<file path="config.mk">
export PLATFORM = sky130hd
export DESIGN_NAME = reg_file_sync
export DESIGN_NICKNAME = d
export VERILOG_FILES = /design/src/rtl/cpu_pkg.sv /design/src/rtl/rf_init_seq.sv /design/src/rtl/reg_file_sync.sv
export SDC_FILE = /design/constraint.sdc
export NUM_CORES = 1
export LEC_CHECK = 0
export CAP_MARGIN = 40
export CORE_MARGIN = 2
export CORE_UTILIZATION = 55
export CTS_CLUSTER_DIAMETER = 30
export DETAILED_ROUTE_END_ITERATION = 8
export HOLD_SLACK_MARGIN = 0.03
export MAX_ROUTING_LAYER = met4
export PLACE_DENSITY = 0.76
export SETUP_SLACK_MARGIN = 0.2
export SLEW_MARGIN = 20
export SYNTH_ARGS = -nofsm -noshare
export SYNTH_HDL_FRONTEND = slang
export SYNTH_SLANG_ARGS = --single-unit
export TNS_END_PERCENT = 50
</file>
<file path="constraint.sdc">
create_clock -name clk -period 7.3 [get_ports clk]
set_input_delay 1.46 -clock clk [delete_from_list [all_inputs] [get_ports clk]]
set_output_delay 1.46 -clock clk [all_outputs]
set_load 0.01 [all_outputs]
</file>
<file path="src/rtl/cpu_pkg.sv">
// cpu_pkg: definitions shared by the register file slice of the pipelined CPU.
//   DATA_W_DEF / ADDR_W_DEF : default register width and address width
//   rf_state_e              : init sequencer state encoding
package cpu_pkg;

  localparam int DATA_W_DEF = 32;
  localparam int ADDR_W_DEF = 4;

  typedef enum logic {
    ST_INIT  = 1'b0,
    ST_READY = 1'b1
  } rf_state_e;

endpackage : cpu_pkg

</file>
<file path="src/rtl/rf_init_seq.sv">
// rf_init_seq: reset-time initialisation sequencer for the register file.
// After reset it walks init_ptr over every entry, one per clock, and presents
// an array write for each one. Once the last entry is written it moves to
// READY and raises ready_o, where it stays until the next reset.
// Ports:
//   clk_i         clock
//   rst_i         synchronous active-high reset, restarts the walk from entry 0
//   ready_o       registered, 1 once every entry has been initialised
//   init_we_o     init write strobe for the current cycle
//   init_addr_o   entry being initialised
//   init_data_o   value written (0, or the entry index when INIT_MODE=1)
module rf_init_seq import cpu_pkg::*; #(
  parameter int DATA_W    = DATA_W_DEF,
  parameter int ADDR_W    = ADDR_W_DEF,
  parameter int INIT_MODE = 1
) (
  input  logic              clk_i,
  input  logic              rst_i,
  output logic              ready_o,
  output logic              init_we_o,
  output logic [ADDR_W-1:0] init_addr_o,
  output logic [DATA_W-1:0] init_data_o
);

  localparam int DEPTH = 1 << ADDR_W;
  // Pointer is one bit wider than the address so the last entry is compared
  // exactly, and the pointer may step past it without wrapping back to 0.
  localparam logic [ADDR_W:0] LAST_PTR = (ADDR_W + 1)'(DEPTH - 1);
  localparam logic [ADDR_W:0] PTR_ONE  = (ADDR_W + 1)'(1);

  rf_state_e         state_q;
  logic [ADDR_W:0]   ptr_q;
  logic              ready_q;

  // Init FSM: step the pointer each INIT cycle, go READY after the last entry.
  always_ff @(posedge clk_i) begin
    if (rst_i) begin
      state_q <= ST_INIT;
      ptr_q   <= '0;
      ready_q <= 1'b0;
    end else begin
      case (state_q)
        ST_INIT: begin
          ptr_q <= ptr_q + PTR_ONE;
          if (ptr_q == LAST_PTR) begin
            state_q <= ST_READY;
            ready_q <= 1'b1;
          end else begin
            state_q <= ST_INIT;
            ready_q <= 1'b0;
          end
        end
        ST_READY: begin
          state_q <= ST_READY;
          ready_q <= 1'b1;
        end
        default: begin
          state_q <= ST_INIT;
          ptr_q   <= '0;
          ready_q <= 1'b0;
        end
      endcase
    end
  end

  // Init write port; the index value is truncated or zero-extended to DATA_W.
  always_comb begin
    init_we_o   = (state_q == ST_INIT) && !rst_i;
    init_addr_o = ptr_q[ADDR_W-1:0];
    if (INIT_MODE == 1) begin
      init_data_o = DATA_W'(ptr_q[ADDR_W-1:0]);
    end else begin
      init_data_o = '0;
    end
  end

  assign ready_o = ready_q;

endmodule : rf_init_seq

</file>
<file path="src/rtl/reg_file_sync.sv">
// reg_file_sync: parametrised synchronous register file, 2 registered read
// ports, 1 write port, optional write-to-read bypass, reset-time init.
// Sits between decode (read ports) and writeback (write port).
// Ports:
//   clk, rst                    clock, synchronous active-high reset
//   read_addr1/2, read_enable1  read addresses; enable updates both outputs
//   write_addr/data/enable1     user write port (ignored until ready)
//   read_data1/2                registered read data, 1-cycle latency
//   ready                       1 once init has filled every entry
//   write_dropped               1-cycle pulse for a write attempted before ready
module reg_file_sync import cpu_pkg::*; #(
  parameter int DATA_W    = DATA_W_DEF,
  parameter int ADDR_W    = ADDR_W_DEF,
  parameter int INIT_MODE = 1,
  parameter int BYPASS    = 1
) (
  input  logic              clk,
  input  logic              rst,
  input  logic [ADDR_W-1:0] read_addr1,
  input  logic [ADDR_W-1:0] read_addr2,
  input  logic              read_enable1,
  input  logic [ADDR_W-1:0] write_addr,
  input  logic [DATA_W-1:0] write_data,
  input  logic              write_enable1,
  output logic [DATA_W-1:0] read_data1,
  output logic [DATA_W-1:0] read_data2,
  output logic              ready,
  output logic              write_dropped
);

  localparam int DEPTH = 1 << ADDR_W;

  logic [DATA_W-1:0] mem_q [DEPTH];

  logic              ready_s;
  logic              init_we_s;
  logic [ADDR_W-1:0] init_addr_s;
  logic [DATA_W-1:0] init_data_s;

  logic              mem_we_s;
  logic [ADDR_W-1:0] mem_waddr_s;
  logic [DATA_W-1:0] mem_wdata_s;

  logic [DATA_W-1:0] rd1_d, rd1_q;
  logic [DATA_W-1:0] rd2_d, rd2_q;
  logic              wd_d, wd_q;
  logic              user_we_s;

  rf_init_seq #(
    .DATA_W    (DATA_W),
    .ADDR_W    (ADDR_W),
    .INIT_MODE (INIT_MODE)
  ) u_init_seq (
    .clk_i       (clk),
    .rst_i       (rst),
    .ready_o     (ready_s),
    .init_we_o   (init_we_s),
    .init_addr_o (init_addr_s),
    .init_data_o (init_data_s)
  );

  // Single array write port: init sequencer owns it until ready.
  always_comb begin
    user_we_s   = ready_s && write_enable1;
    mem_we_s    = 1'b0;
    mem_waddr_s = '0;
    mem_wdata_s = '0;
    if (init_we_s) begin
      mem_we_s    = 1'b1;
      mem_waddr_s = init_addr_s;
      mem_wdata_s = init_data_s;
    end else if (user_we_s && !rst) begin
      mem_we_s    = 1'b1;
      mem_waddr_s = write_addr;
      mem_wdata_s = write_data;
    end else begin
      mem_we_s    = 1'b0;
    end
  end

  // Storage array; contents are only meaningful once init has completed.
  always_ff @(posedge clk) begin
    if (mem_we_s) begin
      mem_q[mem_waddr_s] <= mem_wdata_s;
    end
  end

  // Read capture with per-port write-first bypass; outputs hold otherwise.
  always_comb begin
    rd1_d = rd1_q;
    rd2_d = rd2_q;
    wd_d  = write_enable1 && !ready_s;
    if (ready_s && read_enable1) begin
      if ((BYPASS == 1) && user_we_s && (write_addr == read_addr1)) begin
        rd1_d = write_data;
      end else begin
        rd1_d = mem_q[read_addr1];
      end
      if ((BYPASS == 1) && user_we_s && (write_addr == read_addr2)) begin
        rd2_d = write_data;
      end else begin
        rd2_d = mem_q[read_addr2];
      end
    end else begin
      rd1_d = rd1_q;
      rd2_d = rd2_q;
    end
  end

  // Output registers.
  always_ff @(posedge clk) begin
    if (rst) begin
      rd1_q <= '0;
      rd2_q <= '0;
      wd_q  <= 1'b0;
    end else begin
      rd1_q <= rd1_d;
      rd2_q <= rd2_d;
      wd_q  <= wd_d;
    end
  end

  assign read_data1    = rd1_q;
  assign read_data2    = rd2_q;
  assign ready         = ready_s;
  assign write_dropped = wd_q;

endmodule : reg_file_sync

</file>
# After elaboration in Yosys (flattened, before gate mapping)
# Memory sizes are Yosys's and may differ from the RTL's. A register that Yosys moved wholly into a read port is not among the register bits.
# Index checks and enable logic that the tools add are counted.
# word_totals
regBits	7
ramBits	512
output_inout_bits	66
word_cells	24
n_memories	1
# memory_table
memory	depth	width	read_ports	rd_clocked_by_memory_dff	write_ports	line	source
mem_q	16	32	2	2	1	reg_file_sync.sv:33	logic [DATA_W-1:0] mem_q [DEPTH];
# classes
n_addsub	1
n_eq_ne	1
n_mux	10
bitwise_logic	1
n_reduce_logical	7
# ops
operator	count
$mux 32	2
$mux 4	2
$add 5x1->5 const B	1
$eq 5x4->1 const B	1
$logic_and 1x1->1	5
$mux 1	5
$logic_not 1->1	2
$pmux 1 s2	1
$not 1->1	1

# Depth between registers and ports, before layout
# Gate-level depths: netlist of run 1.
# logic_depth
word_depth	6
ltp_mapped	9

# Cells and area by module
# Synthesis of run 1 repeated with hierarchy kept, for this count alone.
# hier_totals
hier_cells	1545
hier_area_um2	26875.8
# by_module_without_submodules
mod	instances	cells_each	area_each_um2	seq_area_each_um2
reg_file_sync	1	1481	26327.8	16676.0
rf_init_seq	1	64	548.0	120.1

# Worst setup path after synthesis of run 1
# Ideal clock, no wire load.
# synth_path
kind	input to register
from	in rst
to	mem mem_q[0][0] in the netlist's numbering, enable pin
setup_ps	595
arrival_ps	7348
path_slack_ps	-643
path_stages	6
n_path_buf	2
path_cell_list	buf_2 > nand4b_1 > and2_1 > clkbuf_1 > o21ai_1 > a2111oi_0
# synth_between
elab_chain_cells	6
word_cells_on_any_way	9
# synth_lines
item	line	source
from (decl)	reg_file_sync.sv:18	input logic rst,
$logic_not 1->1 *	rf_init_seq.sv:68, reg_file_sync.sv:72	
$logic_and 1x1->1	reg_file_sync.sv:72	end else if (user_we_s && !rst) begin
$mux 1	reg_file_sync.sv:72	
$mux 1	reg_file_sync.sv:68	if (init_we_s) begin
$mux 1	reg_file_sync.sv:83	if (mem_we_s) begin
$mux 1 (not written as such)	reg_file_sync.sv:84	mem_q[mem_waddr_s] <= mem_wdata_s;
to (decl)	reg_file_sync.sv:33	
# Every way passes the cells marked *; elsewhere a longest branch is shown, timed or not.

# Worst setup path in the final report of run 1
# layout_path
from	in write_enable1
to	mem mem_q[3][14] in the netlist's numbering, enable pin
# layout_between
elab_chain_cells	6
word_cells_on_any_way	8
# layout_lines
item	line	source
from (decl)	reg_file_sync.sv:24	input logic write_enable1,
$logic_and 1x1->1 *	reg_file_sync.sv:64	user_we_s = ready_s && write_enable1;
$logic_and 1x1->1 *	reg_file_sync.sv:72	
$mux 1	reg_file_sync.sv:72	
$mux 1	reg_file_sync.sv:68	
$mux 1	reg_file_sync.sv:83	
$mux 1 (not written as such)	reg_file_sync.sv:84	
# Marks and branches as above.

==> results of run 1 <==
[metrics by stage]
step	hold slack (ns)	total power [µW]
after global placement	0.468	4180
after global routing	0.511	9730
after CTS	0.486	9550
final	0.484	9520
after detailed placement	0.471	4200
after floorplan	0.454	4040
[synthesized netlist by cell type (all sizes together), types with 8 or more instances]
library cell    n  area (µm²)
inv            32         120
buf            63         442
clkinv         64         240
edfxtp        512       15400
mux4          320        7210
a211oi         69         518
clkbuf         54         203
nor2           46         173
a21oi          14        70.1
a221o          64         641
nor3            8        40.0
nand2          39         146
dfxtp          71        1420
[flip-flops by register name (all words and copies together), names as in the netlist]
signal,cells
u_init_seq.ready_o,1
read_data2,32
mem_q,512
write_dropped,1
u_init_seq.ptr_q,5
read_data1,32
[worst max-delay path, cell delays in order]
cell	delay (ns)
sky130_fd_sc_hd__clkdlybuf4s50_1	0.65
sky130_fd_sc_hd__and2_1	0.29
sky130_fd_sc_hd__nand2_1	0.08
sky130_fd_sc_hd__a21oi_1	0.54
sky130_fd_sc_hd__nand2_1	0.39
sky130_fd_sc_hd__nor2_4	0.60
sky130_fd_sc_hd__buf_4	0.52
[worst max-delay path by stage]
stage	startpoint	end	slack [ns]	cells past startpoint
4_1_cts	write_enable1	mem_q[3][14]	3.15	7
3_3_place_gp	rst	mem_q[14][22]	2.34	7
5_1_grt	write_enable1	mem_q[3][5]	2.96	7
2_1_floorplan	rst	mem_q[0][0]	0.94	6
6_report	write_enable1	mem_q[3][14]	3.03	7
3_5_place_dp	write_enable1	mem_q[7][28]	2.54	7
[cell families (layout without fill, tap and decap cells)]
logic type / after synthesis / after routing / share of synthesized area [%]
other cells: 0 / 1 / 0
flops: 583 / 583 / 62.4
buf+inv: 213 / 470 / 3.73
xor+xnor: 6 / 6 / 0.195
compound gates: 152 / 152 / 4.70
mux: 321 / 321 / 26.8
simple gates: 123 / 123 / 2.11
fa+ha+maj: 2 / 2 / 0.0929
[layer usage]
layer / up-vias / wire length [µm]
li1: 6320 / -
met1: 8365 / 26400
met2: 1143 / 36400
met3: 173 / 8810
met4: 0 / 2310
met5: - / 0
[layout make-up]
cell class	instances	share of cell area, %
sequential	583	51.0
inverter	96	1.09
antenna	1	0.00760
multi-input combinational	604	28.2
clock inverter	82	3.44
clock buffer	122	8.59
tap	622	2.36
timing repair buffer	170	5.25
[power by group through the flow]
stage | clock network, µW | logic (µW) | registers (µW)
final | 5370 | 513 | 3640
after global routing | 5560 | 533 | 3640
after CTS | 5400 | 505 | 3640
after detailed placement | 0 | 496 | 3700
after global placement | 0 | 480 | 3700
after floorplan | 0 | 334 | 3700
==> reports/results.txt, run 1 <==
The hold violation total from the final report was 0. Leaving out fill and tap cells, the most frequent cell in the layout is sky130_fd_sc_hd__edfxtp_1. TritonCTS built the clock tree. The run gives 186 µV as the worst-case vdd ir drop.

The worst hold path begins at read_data1[3]. The multi-input combinational cells in the finished layout cover a total of 9300 µm². STA classifies the critical path endpoint as a flip-flop.

The count of cells in the finished layout, fillers not included, comes to 2,280. The tools report the initial standard-cell utilization of the core as 55.4%. Global routing used 30.9% of the available tracks. The register bit count reported by yosys was 583; the sequential fraction of design power was 38.3%. Dividing total power by cell area gives a power density of 289 nW/µm². For this run, global-route usage on met3 was measured as 7.64%. The clock passes through at most 3 buffers. The root buffer cell chosen for the clock tree is sky130_fd_sc_hd__clkbuf_16. Setup repair after global routing left no endpoint under its margin. The floorplan has 81 rows. Counting cells, the worst reg-to-reg path comes to 7. The number of enable-type register cells in the synthesized netlist is 512. The analysis attributes to cell leakage a power of 0.0116 µW. The maximum clock skew at final layout was 0.0174 ns. The area of the die was 50,700 µm²; the count of antenna-violating nets left after detailed routing was 0. The total wire length was 73,900 µm.

Among all flip-flop cells after synthesis, the most frequent one is sky130_fd_sc_hd__edfxtp_1. The time the final worst path needs with I/O delays and setup was 4.27 ns; the vertical extent of the die was 225 µm. The maximum operating frequency came out at 234 MHz. The fraction of final layout cells sized beyond drive strength 1 was 36.1%; the total of buffers placed on input and output ports was 113. The worst hold path endpoint was read_data1[3].

Data on the critical path arrives at its endpoint at 4.55 ns. For the worst-skew pair, the clock arrives at the later sink with an insertion delay of 0.65 ns. Leaving out fill and tap cells, the most frequent cells in the layout are 512 x sky130_fd_sc_hd__edfxtp_1, 320 x sky130_fd_sc_hd__mux4_2, 109 x sky130_fd_sc_hd__clkbuf_16, 107 x sky130_fd_sc_hd__clkdlybuf4s50_1. Along the worst path, the maximum fanout reaches 19. Share of async-settable or async-resettable flops after synthesis: 0%. The run finished with clean final reports. The initial antenna violation count was 1; the count of max-cap constraint violations was 0. The logs give 16,800 µm² for the area of all sequential standard cells and 3 for the CTS H-tree depth.

The number of endpoints failing setup at the final stage is 0. Category of the critical setup timing path: in2reg. The logs give 48,600 µm² for the standard cell core area and 0 for the number of warnings reported in the yosys synthesis log. From synthesis to final layout, the design area changed by 22.2%. The worst hold path depth is 1. The net switching power came out at 2090 µW. The post-CTS repair timing setup buffer count is 0, and the slew at the pin with the worst max-slew slack is 0.781 ns.

After detailed routing, the number of remaining DRC violations is 0. The internal power of the cells totals 7440 µW. The violation count after the first detailed-route iteration is 1,961. Across all register-to-register paths, the minimum setup slack is 3.89 ns.

The post-synthesis instance total was 1,400; the total clock sinks was 583. The logs give 67.7% for the post-route core utilization and 0.830 for the last weighted congestion value of the routability-driven placer. Headroom to the max-slew limit came out at 48.0%. After layout, the worst path uses 58.5% of the clock period. The layer with the highest usage after global routing was met2.

Setup slack closes at 3.03 ns. Summing over every cut layer, the via total after detailed routing is 16,000. The total overflow left after global routing is 0.

The clock-pin slew of the registers on the worst-case setup and hold paths came out at 0.05 ns. The cell area after synthesis was 26,900 µm². Per report_power, the combinational group accounts for 5.4% of the total. Yosys mapped the design onto 35 distinct sky130hd cell types.

Entering global routing, the biggest net connects 93 pins. In the final routed layout, each cell accounts on average for 32.4 µm. For the global routing usage on met1, the log shows 40.1%. The detailed-route vias per instance was 7.02; the met2 capacity usage during global routing was 48.2%. For the data required time of the critical path, the log shows 7.58 ns. The run gives 56.4% as the share of total power in the clock network.

The first TritonRoute pass finished after 8 iterations. In the final design database the tool counted 1,612 nets. The run gives 114 as the number of top-level pins. In this run, post-CTS hold repair placed 0 buffers. In this run the critical register-to-register path is launched from u_init_seq.ready_o. The run gives 40,600 µm as the placed wire-length estimate after detailed placement. Averaged over all synthesized cells, the footprint is 19.2 µm².

The number of slew-limit violations in the final report is 0. Before CTS, the worst setup slack after placement is 2.54 ns. The wire length of the first global-routing pass is 109,000 µm. The horizontal die dimension works out to 225 µm. STA classifies the critical path startpoint as a primary input. The final instance area was 32,900 µm²; the sequential-to-total area share from yosys stat was 62.4%. The number of global-route vias before repair was 16,700. The switching share of power was 21.9%. Buffers inserted during clock tree synthesis total 107. The min-delay analysis places its worst path in the category reg2reg. Counting every net in the synthesized netlist gives 1,450. The number of placed instances, taps included, is 2,073.

The tools report the total of fill cells in the finished design as 2,975. In this run, post-CTS repair resized a total of 0 instances. The critical register-to-register path endpoint was mem_q[3][14]. The area of placed instances came out at 28,900 µm². For the final setup TNS, the log shows 0 ns.
(Power assumes the default switching activity.)
==> inputs of run 2 (changes only) <==
==> constraint.sdc (replaced) <==
create_clock -name clk -period 3.7 [get_ports clk]
set_input_delay 0.74 -clock clk [delete_from_list [all_inputs] [get_ports clk]]
set_output_delay 0.74 -clock clk [all_outputs]
set_load 0.01 [all_outputs]
==> reports/results.txt, run 2 (synthesis gave the netlist of run 1 again) <==
Pin placement for this block handled 114 I/O pins. The tightest hold path in the finished design has a slack of 0.480 ns. For this run, the number of standard cells in the final layout without fillers is 2,313.

The tools report the aggregate global-route resource usage as 32.8%. At the end of routability-driven placement, the weighted congestion stood at 0.821. The total clock sinks is 583. Setup repair after global routing left no endpoint under its margin. The number of buffers inserted by hold repair at cts was 0; the initial antenna violation count was 1.

Critical path startpoint: u_init_seq.ready_o. In this run the tool buffered the top-level ports with 113 buffer cells. In the final design database the tool counted 1,646 nets.

The violation count after the first detailed-route iteration was 2,325; the final setup TNS was 0 ns. Summing all flip-flop and latch instances after layout gives 16,800 µm². The number of flip-flops in the largest register was 512. Measured in cells, the most critical reg-to-reg path has a length of 7.

The worst register-to-register path begins at u_init_seq.ready_o. The logs give 0.47 ns for the slack of the worst reg-to-reg path and 50,700 µm² for the area of the die. At the worst endpoint, the required time is 4.23 ns. The critical path endpoint category is a flip-flop. The slew at the pin with the worst max-slew slack is 0.883 ns, and the worst hold path depth is 1. Of all nets on the critical path, the largest fanout is 32. The maximum operating frequency came out at 310 MHz. In this run the vertical extent of the chip is 225 µm. In the layout the commonest cells are 512 x sky130_fd_sc_hd__edfxtp_1, 320 x sky130_fd_sc_hd__mux4_2, 112 x sky130_fd_sc_hd__clkbuf_16, 107 x sky130_fd_sc_hd__clkdlybuf4s50_1, 78 x sky130_fd_sc_hd__clkinv_1.

Worst-case vdd ir drop: 329 µV. TritonCTS built the clock tree. The placement-stage worst setup slack is 0.0792 ns, and the routed wire length per instance is 33.9 µm.

The fraction of final layout cells sized beyond drive strength 1 works out to 36.6%. The run gives 5 as the count of TritonRoute iterations in the first routing pass. After clock tree synthesis, the clock-pin slew on the worst setup and hold paths is 0.05 ns.

The worst setup path is of the reg2reg kind. Global routing used 9.95% of the available met3 tracks. The flow ran to the end, and the final reports show no timing, DRC or antenna violations. The logs give 0.0117 µW for the leakage power summed over all cells and 0 for the post-CTS repair timing setup buffer count. For the number of endpoints failing setup at the final stage, the log shows 0.

The path class of the tightest hold or removal check is reg2reg. Data arrives at the worst endpoint at 3.76 ns. The maximum count of clock buffers along a single path was 3; the CTS H-tree depth was 3. For the placed wire-length estimate after detailed placement, the log shows 42,500 µm. The critical register-to-register path endpoint was read_data1[8]. Once the clock tree was built, the resizer swapped 0 gates to a different size. The final critical path takes up 87.3% of the cycle. The total number of vias came out at 16,400. Clock latency on the worst-skew pair, taken at its later pin, is 0.67 ns. The run gives 108 as the number of buffers added by the clock tree synthesis step.

Entering global routing, the biggest net connects 69 pins. The floorplan step defined a core boundary enclosing 48,600 µm². The number of rows created at floorplan came out at 81. For this run, design rule violations remaining after detail routing come to 0. For the finished layout, the period the worst path requires is 3.23 ns. Global routing used 41.5% of the available met1 tracks.

From synthesis to final layout, the design area changed by 22.9%. The run gives 78,500 µm as the total wire length. Overall power consumption after layout is estimated at 18,000 µW. Once detail routing completed, the nets flagged for antenna violations numbered 0. The area taken by multi-input logic gates was 9330 µm²; the horizontal die dimension was 225 µm.

The count of max-cap constraint violations came out at 0. The clock arrives with 0.0245 ns of skew. Leaving out fill and tap cells, the most frequent cell in the layout is sky130_fd_sc_hd__edfxtp_1. For this design the ratio of total power to cell area is 545 nW/µm². The tools report the startpoint type of the worst setup path as a flip-flop. Hold violation total from the final report: 0.

The run gives 114,000 µm as the wire length of the first global-routing pass. The layer with the highest usage after global routing was met2. The detailed-route vias per instance came out at 7.08. In this run the worst setup path terminates at read_data1[8]. Once routing completed, OpenROAD measured the worst setup slack at 0.471 ns.

The remaining global-route overflow was 0; the max-slew headroom at the worst pin was 41.0%. Ranked by flip-flop count, first place goes to mem_q. For this configuration, the core starts out at a cell density of 55.4%. The tools report the number of global-route vias before repair as 17,100. The number of slew-limit violations in the final report is 0. The tree is rooted in a sky130_fd_sc_hd__clkbuf_16. In the global route stage, met2 resource usage came out at 49.4%. The layout has 2,948 filler cells.

Once placement completed, the tool counted placed cells totaling 2,108.
==> run 2: critical path: stages (launching register included) <==
cell and delay (ns):
sky130_fd_sc_hd__dfxtp_1 0.89, sky130_fd_sc_hd__buf_4 0.32, sky130_fd_sc_hd__nand4b_1 0.20, sky130_fd_sc_hd__and3_1 0.27, sky130_fd_sc_hd__nor4_4 0.26, sky130_fd_sc_hd__buf_4 0.60, sky130_fd_sc_hd__a211oi_1 0.25, sky130_fd_sc_hd__a221o_1 0.30
==> run 2: routing by layer <==
layer | part of all wire (%) | vias up
li1 | - | 6392
met3 | 13 | 267
met5 | 0 | -
met1 | 34 | 8436
met4 | 4.5 | 0
met2 | 48 | 1290
==> run 2: layout make-up <==
| cell class | count | area share [%] |
|---|---|---|
| Sequential cell | 583 | 50.8 |
| Multi-Input combinational cell | 604 | 28.2 |
| Clock buffer | 130 | 8.80 |
| Clock inverter | 73 | 2.23 |
| Tap cell | 622 | 2.35 |
| Timing Repair Buffer | 203 | 6.56 |
| Inverter | 96 | 1.09 |
| Antenna cell | 2 | 0.0151 |
==> run 2: worst min-delay path by stage <==
stage,slack [ns],to,startpoint
after floorplan,0.45,u_init_seq.ptr_q[4],u_init_seq.ptr_q[4]
after global placement,0.47,read_data2[13],read_data2[13]
after detailed placement,0.47,read_data2[8],read_data2[8]
after CTS,0.49,read_data1[12],read_data1[12]
after global routing,0.50,read_data2[1],read_data2[1]
final,0.48,read_data2[1],read_data2[1]
==> run 2: per-stage QoR <==
stage | util [%] | cell area (µm²)
6_report | 68.0 | 33100
5_1_grt | 68.0 | 33100
4_1_cts | 68.0 | 33100
3_5_place_dp | 60.5 | 29400
3_3_place_gp | 60.3 | 29300
2_1_floorplan | - | 27000
==> run 2: where the power goes <==
group          total [µW]  leakage (µW)  switching, µW  internal [µW]
Combinational        1070       0.00393            599            468
Sequential           7190       0.00596           35.8           7150
Clock                9770       0.00176           3450           6320
==> inputs of run 3 (changes only) <==
--- a/config.mk
+++ b/config.mk
@@ -5,14 +5,14 @@
 export SDC_FILE = /design/constraint.sdc
 export NUM_CORES = 1
 export LEC_CHECK = 0
+export ABC_CLOCK_PERIOD_IN_PS = 3700
 export CAP_MARGIN = 40
 export CORE_MARGIN = 2
-export CORE_UTILIZATION = 55
+export CORE_UTILIZATION = 35
 export CTS_CLUSTER_DIAMETER = 30
 export DETAILED_ROUTE_END_ITERATION = 8
 export HOLD_SLACK_MARGIN = 0.03
 export MAX_ROUTING_LAYER = met4
-export PLACE_DENSITY = 0.76
 export SETUP_SLACK_MARGIN = 0.2
 export SLEW_MARGIN = 20
 export SYNTH_ARGS = -nofsm -noshare
==> reports/results.txt, run 3 (synthesis gave the netlist of run 1 again) <==
Leaving out fill and tap cells, the most frequent cell in the layout is sky130_fd_sc_hd__edfxtp_1. The remaining global-route overflow is 0. Top register by number of flip-flops: mem_q.

The detailed-route vias per instance is 5.69, and the max-slew headroom at the worst pin is 51.1%. The internal power consumption is 14,800 µW, and the number of top-level pins is 114. The tools report the critical path data arrival time as 3.37 ns. In the final timing run, aggregate negative setup slack is 0 ns. The worst setup path is of the reg2reg kind. The number of rows created at floorplan came out at 101. In the layout the commonest cells are 512 x sky130_fd_sc_hd__edfxtp_1, 320 x sky130_fd_sc_hd__mux4_2, 120 x sky130_fd_sc_hd__clkbuf_16, 107 x sky130_fd_sc_hd__clkdlybuf4s50_1, 72 x sky130_fd_sc_hd__clkinv_1. The detailed router finished its first iteration with 1,629 violations.

Before antenna repair, the detailed router went through 6 iterations. The die covers 79,200 µm². The analysis attributes to net switching a power of 4310 µW. For this run, the top clock speed supported by timing is 330 MHz.

The clock period could shrink to 3.03 ns. The vertical extent of the die is 281 µm. The post-CTS repair timing setup buffer count was 0; the total of buffers placed on input and output ports was 113.

CTS placed an instance of sky130_fd_sc_hd__clkbuf_16 at the clock tree root. The part of the cycle the worst path needs came out at 82.0%. The number of buffers added by the clock tree synthesis step was 119. The critical path endpoint category is a flip-flop.

TritonCTS built the clock tree. Max-cap violations in this run came to 0. The fraction of final layout cells sized beyond drive strength 1 came out at 38.4%. Total wire length: 76,700 µm. The flow ran to the end, and the final reports show no timing, DRC or antenna violations. The first global-routing pass estimated 113,000 µm of wire.

The analysis attributes to cell leakage a power of 0.0119 µW. The aggregate global-route resource usage was 20.4%. Entering global routing, the biggest net connects 52 pins. The worst-case vdd ir drop came out at 353 µV. The finished layout holds 2,745 standard cells, fillers aside. The number of gates resized after CTS was 0. The total power density per cell area was 558 nW/µm²; the horizontal die dimension was 281 µm.

The tools report the maximum clock skew at final layout as 0.0218 ns. The floorplan step defined a core boundary enclosing 76,100 µm². The tools report the data required time of the critical path as 4.04 ns. The sequential fraction of design power was 37.7%; the initial standard-cell utilization of the core was 35.4%. Setup repair after global routing left no endpoint under its margin. The clock reaches the later pin of the worst-skew pair after 0.66 ns. Clock-pin slew was measured on the worst setup and hold paths at 0.05 ns.

The path class of the tightest hold or removal check is reg2reg. The completed layout was analyzed and its total power is 19,100 µW. The largest fanout on the critical path came out at 19. For this run, design rule violations remaining after detail routing come to 0.

After detailed placement, the design holds a cell count of 2,517. Setup violations remaining at the end of the flow were counted as 0. Combinational logic is responsible for 5.6% of the overall power.

The area growth from synthesis to layout is 26.9%, and the number of global-route vias before repair is 16,700. The clock net in this run drives a total of 583 sinks. The logs give 0 for the number of slew-limit violations in the final report and 0 for the number of buffers inserted by hold repair at cts. The register with the most flip-flops in the layout has 512 of them. At the pin with the least slew margin, the transition time is 0.732 ns.

STA classifies the critical path startpoint as a flip-flop. After legalization and detailed placement, the total HPWL measured 46,700 µm. Of the total power, the share spent switching nets is 22.6%. The last weighted congestion value of the routability-driven placer is 0.803, and the CTS H-tree depth is 3. The count of antenna-violating nets left after detailed routing came out at 0. The final layout contains 1,658 nets. The hold violation total from the final report is 0. The routed wire length per instance came out at 27.9 µm.

The logs give 2 for the initial antenna violation count and 6,491 for the total of fill cells in the finished design. The clock passes through at most 3 buffers. The routed layout has 15,600 vias. The clock network accounts for 56.8% of the total power.
run 3: worst paths after layout:
path	from	to	cells after the start	slack [ns]
hold reg to reg	read_data1[27]	read_data1[27]	1	0.49
setup / recovery	u_init_seq.ready_o	mem_q[0][0]	7	0.67
setup reg to reg	u_init_seq.ready_o	mem_q[0][0]	7	0.67
hold / removal	read_data1[27]	read_data1[27]	1	0.49
run 3: metrics by stage:
| stage | hold slack (ns) | cell area (µm²) | worst slack [ns] | util (%) |
|---|---|---|---|---|
| 2_1_floorplan | 0.454 | 27000 | -0.606 | - |
| 3_3_place_gp | 0.470 | 30000 | 0.327 | 39.5 |
| 3_5_place_dp | 0.473 | 30000 | 0.251 | 39.5 |
| 4_1_cts | 0.486 | 34200 | 0.719 | 44.9 |
| 5_1_grt | 0.506 | 34200 | 0.542 | 44.9 |
| 6_report | 0.487 | 34200 | 0.666 | 44.9 |
run 3: area by class of cell:
cell class / count / area [µm²] / area share [%]
clock buffers: 126 / 3050 / 8.91
well taps: 1030 / 1290 / 3.77
flip-flops and latches: 583 / 16800 / 49.1
clock inverters: 100 / 1100 / 3.22
multi-input cells: 604 / 9320 / 27.3
inverters: 96 / 360 / 1.05
diodes: 2 / 5.00 / 0.0146
repair buffers: 204 / 2260 / 6.60
run 3: power groups by stage:
stage                     combinational (µW)  clock, µW  sequential, µW
after global routing                    1120      11300            7180
after detailed placement                1070          0            7310
after CTS                               1070      11000            7180
after global placement                  1060          0            7300
after floorplan                          663          0            7300
final                                   1060      10800            7190
run 3: worst max-delay path: stages, from the launching register on:
cell and delay, ns:
sky130_fd_sc_hd__dfxtp_1 0.79, sky130_fd_sc_hd__buf_4 0.35, sky130_fd_sc_hd__or3b_1 0.22, sky130_fd_sc_hd__and2_1 0.18, sky130_fd_sc_hd__buf_4 0.18, sky130_fd_sc_hd__o21ai_1 0.24
sky130_fd_sc_hd__a2111oi_4 0.43, sky130_fd_sc_hd__buf_4 0.32
run 3: metal layers:
layer  GRT usage (%)  up-vias  wire length [µm]
met2            31.4      715             36600
met1            26.6     8355             31800
met3            4.99      136              6350
met5               -        -                 0
met4            6.55        0              1950
li1                -     6423                 -
